$ cat config.mk
export PLATFORM = sky130hd
export DESIGN_NAME = ka_in_filter
export DESIGN_NICKNAME = d
export VERILOG_FILES = /design/src/rtl/ka_pkg.sv /design/src/rtl/ka_debounce_ch.sv /design/src/rtl/ka_in_filter.sv
export SDC_FILE = /design/constraint.sdc
export NUM_CORES = 1
export LEC_CHECK = 0
export ABC_AREA = 1
export CAP_MARGIN = 30
export CORE_UTILIZATION = 42
export DETAILED_ROUTE_END_ITERATION = 12
export GPL_TIMING_DRIVEN = 0
export MAX_ROUTING_LAYER = met4
export SYNTH_ARGS = -nofsm -noshare
export SYNTH_HDL_FRONTEND = slang
export SYNTH_SLANG_ARGS = --single-unit
export TNS_END_PERCENT = 10
$ cat constraint.sdc
create_clock -name fpga_clk -period 1.55 [get_ports fpga_clk]
set_input_delay 0.31 -clock fpga_clk [delete_from_list [all_inputs] [get_ports fpga_clk]]
set_output_delay 0.31 -clock fpga_clk [all_outputs]
set_load 0.05 [all_outputs]
$ cat src/rtl/ka_pkg.sv
// Shared constants for the Kanalog I/O blocks.
package ka_pkg;

  localparam int unsigned KA_IN_W            = 16;
  localparam int unsigned KA_OUT_W           = 24;
  localparam int unsigned KA_CLK_HZ          = 66_500_000;
  localparam int unsigned KA_DB_PRESCALE_DEF = 665;
  localparam int unsigned KA_DB_COUNT_DEF    = 4;

  // Bits needed to hold values 0..max_val, never less than one.
  function automatic int unsigned ka_cnt_w(input int unsigned max_val);
    return (max_val > 0) ? $clog2(max_val + 1) : 1;
  endfunction

endpackage

$ cat src/rtl/ka_debounce_ch.sv
// One Kanalog input channel: 2-flop synchronizer plus tick-based debounce counter.
module ka_debounce_ch #(
  parameter int unsigned DB_COUNT = 4,
  parameter int unsigned CW       = 4
) (
  input  logic fpga_clk,
  input  logic kreset,
  input  logic raw,
  input  logic tick,
  output logic clean,
  output logic flip
);

  localparam logic [CW-1:0] CNT_LAST = CW'(DB_COUNT - 1);

  logic          sync1_q, sync2_q;
  logic          clean_q, clean_d;
  logic [CW-1:0] cnt_q, cnt_d;

  always_comb begin
    cnt_d   = cnt_q;
    clean_d = clean_q;
    flip    = 1'b0;
    if (tick) begin
      if (sync2_q == clean_q) begin
        cnt_d = '0;
      end else if (cnt_q == CNT_LAST) begin
        clean_d = ~clean_q;
        cnt_d   = '0;
        flip    = 1'b1;
      end else begin
        cnt_d = cnt_q + CW'(1);
      end
    end
  end

  // Idle level is high to match the input pull-ups.
  always_ff @(posedge fpga_clk or negedge kreset) begin
    if (!kreset) begin
      sync1_q <= 1'b1;
      sync2_q <= 1'b1;
      clean_q <= 1'b1;
      cnt_q   <= '0;
    end else begin
      sync1_q <= raw;
      sync2_q <= sync1_q;
      clean_q <= clean_d;
      cnt_q   <= cnt_d;
    end
  end

  assign clean = clean_q;

endmodule

$ cat src/rtl/ka_in_filter.sv
// Kanalog input conditioning: sync + per-channel debounce, chg pulse, optional change mask.
// Define KA_IN_FILTER_CHGMASK_EN to build the sticky change_mask cleared by snap.
module ka_in_filter
  import ka_pkg::*;
#(
  parameter int unsigned N        = KA_IN_W,
  parameter int unsigned PRESCALE = KA_DB_PRESCALE_DEF,
  parameter int unsigned DB_COUNT = KA_DB_COUNT_DEF,
  parameter int unsigned CW       = 4
) (
  input  logic         fpga_clk,
  input  logic         kreset,
  input  logic [N-1:0] raw_in,
  input  logic         snap,
  output logic [N-1:0] clean_out,
  output logic         chg,
  output logic [N-1:0] change_mask,
  output logic         tick
);

  localparam int unsigned    PW   = ka_cnt_w(PRESCALE - 1);
  localparam logic [PW-1:0]  PMAX = PW'(PRESCALE - 1);

  logic [PW-1:0] presc_q, presc_d;
  logic          tick_q, tick_d;
  logic          chg_q;
  logic [N-1:0]  flip;

  always_comb begin
    presc_d = (presc_q == PMAX) ? '0 : presc_q + PW'(1);
    tick_d  = (presc_q == PMAX);
  end

  always_ff @(posedge fpga_clk or negedge kreset) begin
    if (!kreset) begin
      presc_q <= '0;
      tick_q  <= 1'b0;
      chg_q   <= 1'b0;
    end else begin
      presc_q <= presc_d;
      tick_q  <= tick_d;
      chg_q   <= |flip;
    end
  end

  for (genvar i = 0; i < N; i++) begin : g_ch
    ka_debounce_ch #(
      .DB_COUNT (DB_COUNT),
      .CW       (CW)
    ) u_ch (
      .fpga_clk (fpga_clk),
      .kreset   (kreset),
      .raw      (raw_in[i]),
      .tick     (tick_q),
      .clean    (clean_out[i]),
      .flip     (flip[i])
    );
  end

`ifdef KA_IN_FILTER_CHGMASK_EN
  logic [N-1:0] mask_q, mask_d;

  // Set is applied after clear so a flip coinciding with snap survives the load.
  always_comb begin
    mask_d = (snap ? '0 : mask_q) | flip;
  end

  always_ff @(posedge fpga_clk or negedge kreset) begin
    if (!kreset) begin
      mask_q <= '0;
    end else begin
      mask_q <= mask_d;
    end
  end

  assign change_mask = mask_q;
`else
  logic unused_snap;
  assign unused_snap = snap;
  assign change_mask = '0;
`endif

  assign tick = tick_q;
  assign chg  = chg_q;

endmodule

# Word-level counts from Yosys, hierarchy flattened
# Cells that the tools add are included.
op_classes:
  n_addsub: 17
  multipliers: 0
  div_mod_pow: 0
  order_cmp: 0
  n_eq_ne: 33
  shifts: 0
  mux: 81
  bitwise_logic: 32
  n_reduce_logical: 17
op_table:
  columns: ["operator", "count"]
  rows:
  - ["4-bit 2-to-1 mux", 32]
  - ["4-bit by 1-bit adder with 4-bit output (second input constant)", 16]
  - ["4-bit by 2-bit == test with 1-bit output (second input constant)", 16]
  - ["1-bit 2-to-1 mux", 48]
  - ["3-bit AND reduction", 16]
  - ["1-bit inverter", 32]
  - ["1-bit == test", 16]
  - ["16-bit OR reduction", 1]
  - ["10-bit by 1-bit adder with 10-bit output (second input constant)", 1]
  - ["10-bit == test (second input constant)", 1]
  - ["10-bit 2-to-1 mux", 1]
word_totals:
  reg_bits: 124
  latchBits: 0
  ram_bits: 0
  mem_bits_ro: 0
  inputBits: 19
  out_inout_bits: 34
  word_cells: 247
  memories: 0

# Depth between registers and ports, before layout
logic_depth:
  depth_word: 5
  ltp_mapped: 10
  depth_no_buf: 9

# By module
# From an unflattened synthesis, not the netlist that was laid out.
hier_totals:
  cells_unflattened: 805
  area_unflattened_um2: 6313.6
modules_own_cells:
  columns: ["mod", "instances", "cells_each", "area_per_inst_um2", "seq_area_each_um2"]
  rows:
  - ["ka_debounce_ch", 16, 44, 346.6, 178.9]
  - ["ka_in_filter", 1, 101, 768.2, 300.3]

# Least setup slack after synthesis
# OpenSTA, ideal clock, no wires.
synth_timing:
  path_type: "reg2reg"
  startpoint: "register tick_q (netlist: tick)"
  endpoint: "register chg_q (netlist: chg)"
  setup_time_ns: 0.119
  arrival_time_ns: 1.339
  required_ns: 1.431
  path_slack_ns: 0.093
  path_stages_with_launch: 11
  path_cell_list: "dfrtp_1 buf_6 buf_8 nand2_1 nor2_2 nand2_1 nand2_1 inv_1 nand2_1 nor2_1 nand2_1"
synth_via:
  elab_chain_len: 2
synth_rtl:
  columns: ["item", "line", "rtl"]
  rows:
  - ["start, declared", "ka_in_filter.sv:25", "logic tick_q, tick_d;"]
  - ["start signal, assigned", "ka_in_filter.sv:41", "tick_q <= tick_d;"]
  - ["1-bit 2-to-1 mux", "ka_debounce_ch.sv:24", "if (tick) begin"]
  - ["16-bit OR reduction *", "ka_in_filter.sv:42", "chg_q <= |flip;"]
  - ["end signal, assigned", "ka_in_filter.sv:42", null]
  - ["end, declared", "ka_in_filter.sv:26", "logic chg_q;"]
# Every way passes the cells marked *; elsewhere a longest branch is shown, timed or not.
# A chain may end at the register's enable or synchronous reset.

# Worst setup path after layout
layout_timing:
  startpoint: "register g_ch[7].u_ch.clean_q"
  endpoint: "output clean_out[7]"
layout_lines:
  columns: ["item", "line", "rtl"]
  rows:
  - ["start, declared", "ka_debounce_ch.sv:17", "logic clean_q, clean_d;"]
  - ["start signal, assigned", "ka_debounce_ch.sv:47", "clean_q <= clean_d;"]
  - ["end, declared", "ka_in_filter.sv:15", "output logic [N-1:0] clean_out,"]
# No word-level cell between the ends.

==> results_dict.tcl <==
set metrics [dict create \
    die_area_mm2 0.0140 \
    clkSinkCount 124 \
    row_count 42 \
    initial_utilization 0.430 \
    grt_remaining_overflow 0 \
    worstSetupStartpointType "register" \
    cp-end-kind "primary output" \
    synth_cells 560 \
    drcViolationCount 0 \
    numCtsBuffers 17 \
    drt-pass1-iter-count 4 \
    setup_viol 0 \
    port_buffers 35 \
    synth_top_cell_area_share 0.334 \
    drt_iter0_markers 148 \
    fin_nets 668 \
    hp-class "input port to register" \
    syn_area_per_cell_um2 10.2 \
    yosysTopAreaCell "dfrtp_1" \
    vias_per_cell 4.63 \
    dpl.cell_count 787 \
    final_cells 819 \
    fin_crit_ns 1.54 \
    grt_max_degree 64 \
    area_growth_pct 24.0 \
    fillers 1209 \
    worstSetupPathType "register to primary output" \
    status "finished, final reports clean" \
    arrival_ns 1.23 \
    root_buffer "clkbuf_16" \
    tritoncts "done" \
    vdd_ir_drop_max_mv 0.752 \
    finalWirelength_um 10000 \
    die-width_um 118 \
    vias 3793 \
    clockBufferDepth 2 \
    path_cells "buf_6, buf_8" \
    grt_use_total 0.168 \
    io-pin-count 53 \
    routabilityCongestion 0.756 \
    synthSimpleGateAreaFrac 0.137 \
    synth.area.mux_share 0.0281 \
    syn_area_mm2 0.00569 \
    coreArea_mm2 0.0132 \
    fmax_ghz 0.651 \
    drive_gt1_frac 0.235 \
    slowest_stage "dfstp_2" \
    tns_ns 0 \
    relSlewSlack 0.614 \
    synthTopCellsByArea "dfrtp_1 (33%), dfstp_2 (22%), nand2_1 (6.1%)" \
    power_w 0.00726 \
    grt_pass1_wl_um 17700 \
    yosysUniqueCellTypes 32 \
    hold_violations 0 \
    post_drt_wl_per_cell_um 12.2 \
    finalCritPeriodShare 0.991 \
    die_h_um 118 \
    ys_seq_area_frac 0.556 \
    critPathRequiredTime_ns 1.24 \
    rsz0062_at_grt "true" \
    maxCapViolCount 0 \
    max_stage_delay_ns 0.58 \
    synth-seq-cells 124 \
    synth_top_family_by_area "simple AND/OR/NAND/NOR gates" \
    antenna_found_initial 0 \
    clk_pin_slew_ns 0.05 \
    grt_pass1_vias 3864 \
    finalMaxSlewViolations 0 \
    critical_path.max_fanout 4 \
    synth_compound_area_frac 0.0644 \
    power.leakage_nw 3.12 \
    worstMarginPinSlew_ns 0.579 \
    ys_warn_count 0 \
    p_per_area_mw_per_mm2 1030 \
    dp_hpwl_um 6770 \
    clk_latency_ns 0.41 \
    skew_ns 0.00666 \
    insertedDiodeCount 0 \
    cts_setup_buffers 0 \
    postRouteAntennaNets 0 \
    synth-xor-area-share 0.0815 \
    synthAdderAreaFrac 0.0396 \
    cts.htree.levels 4 \
]
-- worst max-delay path, delay by kind of cell (launching register included) --
kind	cells	cell delay, ns
flops	1	0.58
buf+inv	2	0.24
-- final cells by class --
type	count	area [µm²]	share of cell area
flip-flops and latches	124	3160	0.448
inverters	60	225	0.0319
well taps	176	220	0.0312
clock inverters	8	67.6	0.00957
multi-input cells	350	2060	0.292
clock buffers	23	488	0.0691
plain buffers	41	368	0.0521
repair buffers	37	465	0.0659
-- power by group --
part / total [W] / switching (W) / internal (W)
logic: 0.000241 / 0.000163 / 0.0000781
registers: 0.00334 / 0.0000177 / 0.00332
clock network: 0.00369 / 0.00134 / 0.00234
-- cell usage in the layout, fill, tap and decap left out, types with 2 or more instances in the layout --
cell	Yosys	final
nor2_1	50	49
clkbuf_16	0	17
clkbuf_2	0	2
xnor2_1	32	32
buf_8	1	17
buf_4	32	16
conb_1	1	16
clkdlybuf4s50_1	0	16
nand2_2	2	2
inv_1	60	60
nand2_1	92	92
o21ai_1	3	3
o21ai_0	28	28
buf_6	2	19
nor3_1	2	2
buf_2	5	5
nand3_1	23	23
dfrtp_1	76	76
mux2i_1	16	16
nor2_4	2	2
clkbuf_1	1	2
dfstp_2	48	48
nor2_2	4	5
clkbuf_8	0	4
o22ai_1	32	32
xor2_1	21	21
clkinv_2	0	6
ha_1	18	18
-- metrics by stage --
stage | area [µm²] | util | setup WS [ns] | hold slack (ns)
6_report | 7060 | 0.533 | 0.0142 | 0.300
5_1_grt | 7060 | 0.533 | -0.0321 | 0.282
4_1_cts | 7040 | 0.531 | -0.0294 | 0.278
3_5_place_dp | 6350 | 0.479 | -0.216 | 0.343
3_3_place_gp | 6320 | 0.477 | -4.62 | 0.345
2_1_floorplan | 5750 | - | 0.0926 | 0.0144
-- cell usage after synthesis (all sizes together) --
cell,number
dfstp,48
dfrtp,76
nand2,94
xnor2,32
or2,1
a31oi,1
ha,18
a21oi,1
o21ai,31
mux2i,16
clkbuf,1
inv,60
nand4,1
xor2,21
nor2,56
nor3,3
nand3,24
o22ai,32
conb,1
nand3b,1
buf,40
nor3b,2
-- state kept, by name (all words and copies together), names as in the netlist --
signal             cells
g_ch.u_ch.sync2_q     16
g_ch.u_ch.sync1_q     16
presc_q               10
g_ch.u_ch.clean       16
tick                   1
g_ch.u_ch.cnt_q       64
chg                    1
-- worst paths after layout --
check / start / endpoint / slack [ns] / cells after the start
min in group asynchronous: kreset / g_ch[10].u_ch.cnt_q[3] / 0.46 / 2
hold reg to reg: g_ch[3].u_ch.sync1_q / g_ch[3].u_ch.sync2_q / 0.35 / 0
setup reg to reg: g_ch[0].u_ch.cnt_q[0] / chg / 0.12 / 9
max in group asynchronous: kreset / g_ch[7].u_ch.clean / 0.36 / 3
setup / recovery: g_ch[7].u_ch.clean / clean_out[7] / 0.01 / 2
hold / removal: raw_in[6] / g_ch[6].u_ch.sync1_q / 0.30 / 1
-- cells by family (layout without fill, tap and decap cells) --
family | count (synthesis) | after routing
fa+ha+maj | 18 | 18
simple gates | 182 | 182
xor+xnor | 53 | 53
buf+inv | 101 | 169
compound gates | 65 | 65
mux | 16 | 16
other cells | 1 | 16
flops | 124 | 124
-- routing by layer --
layer / up-vias / global-route usage / share of wire
li1: 1908 / - / -
met1: 1823 / 0.197 / 0.46
met2: 48 / 0.268 / 0.49
met3: 14 / 0.0512 / 0.032
met4: 0 / 0.0759 / 0.015
met5: - / - / 0
-- timing repair --
item	4_1_cts	5_1_grt
gates resized for setup	144	10
hold buffers	1	0
cloned	0	0
endpoints found under the setup margin	18	32
endpoints found under the hold margin	35	0
Note: power is estimated with default switching activity, not from simulation.
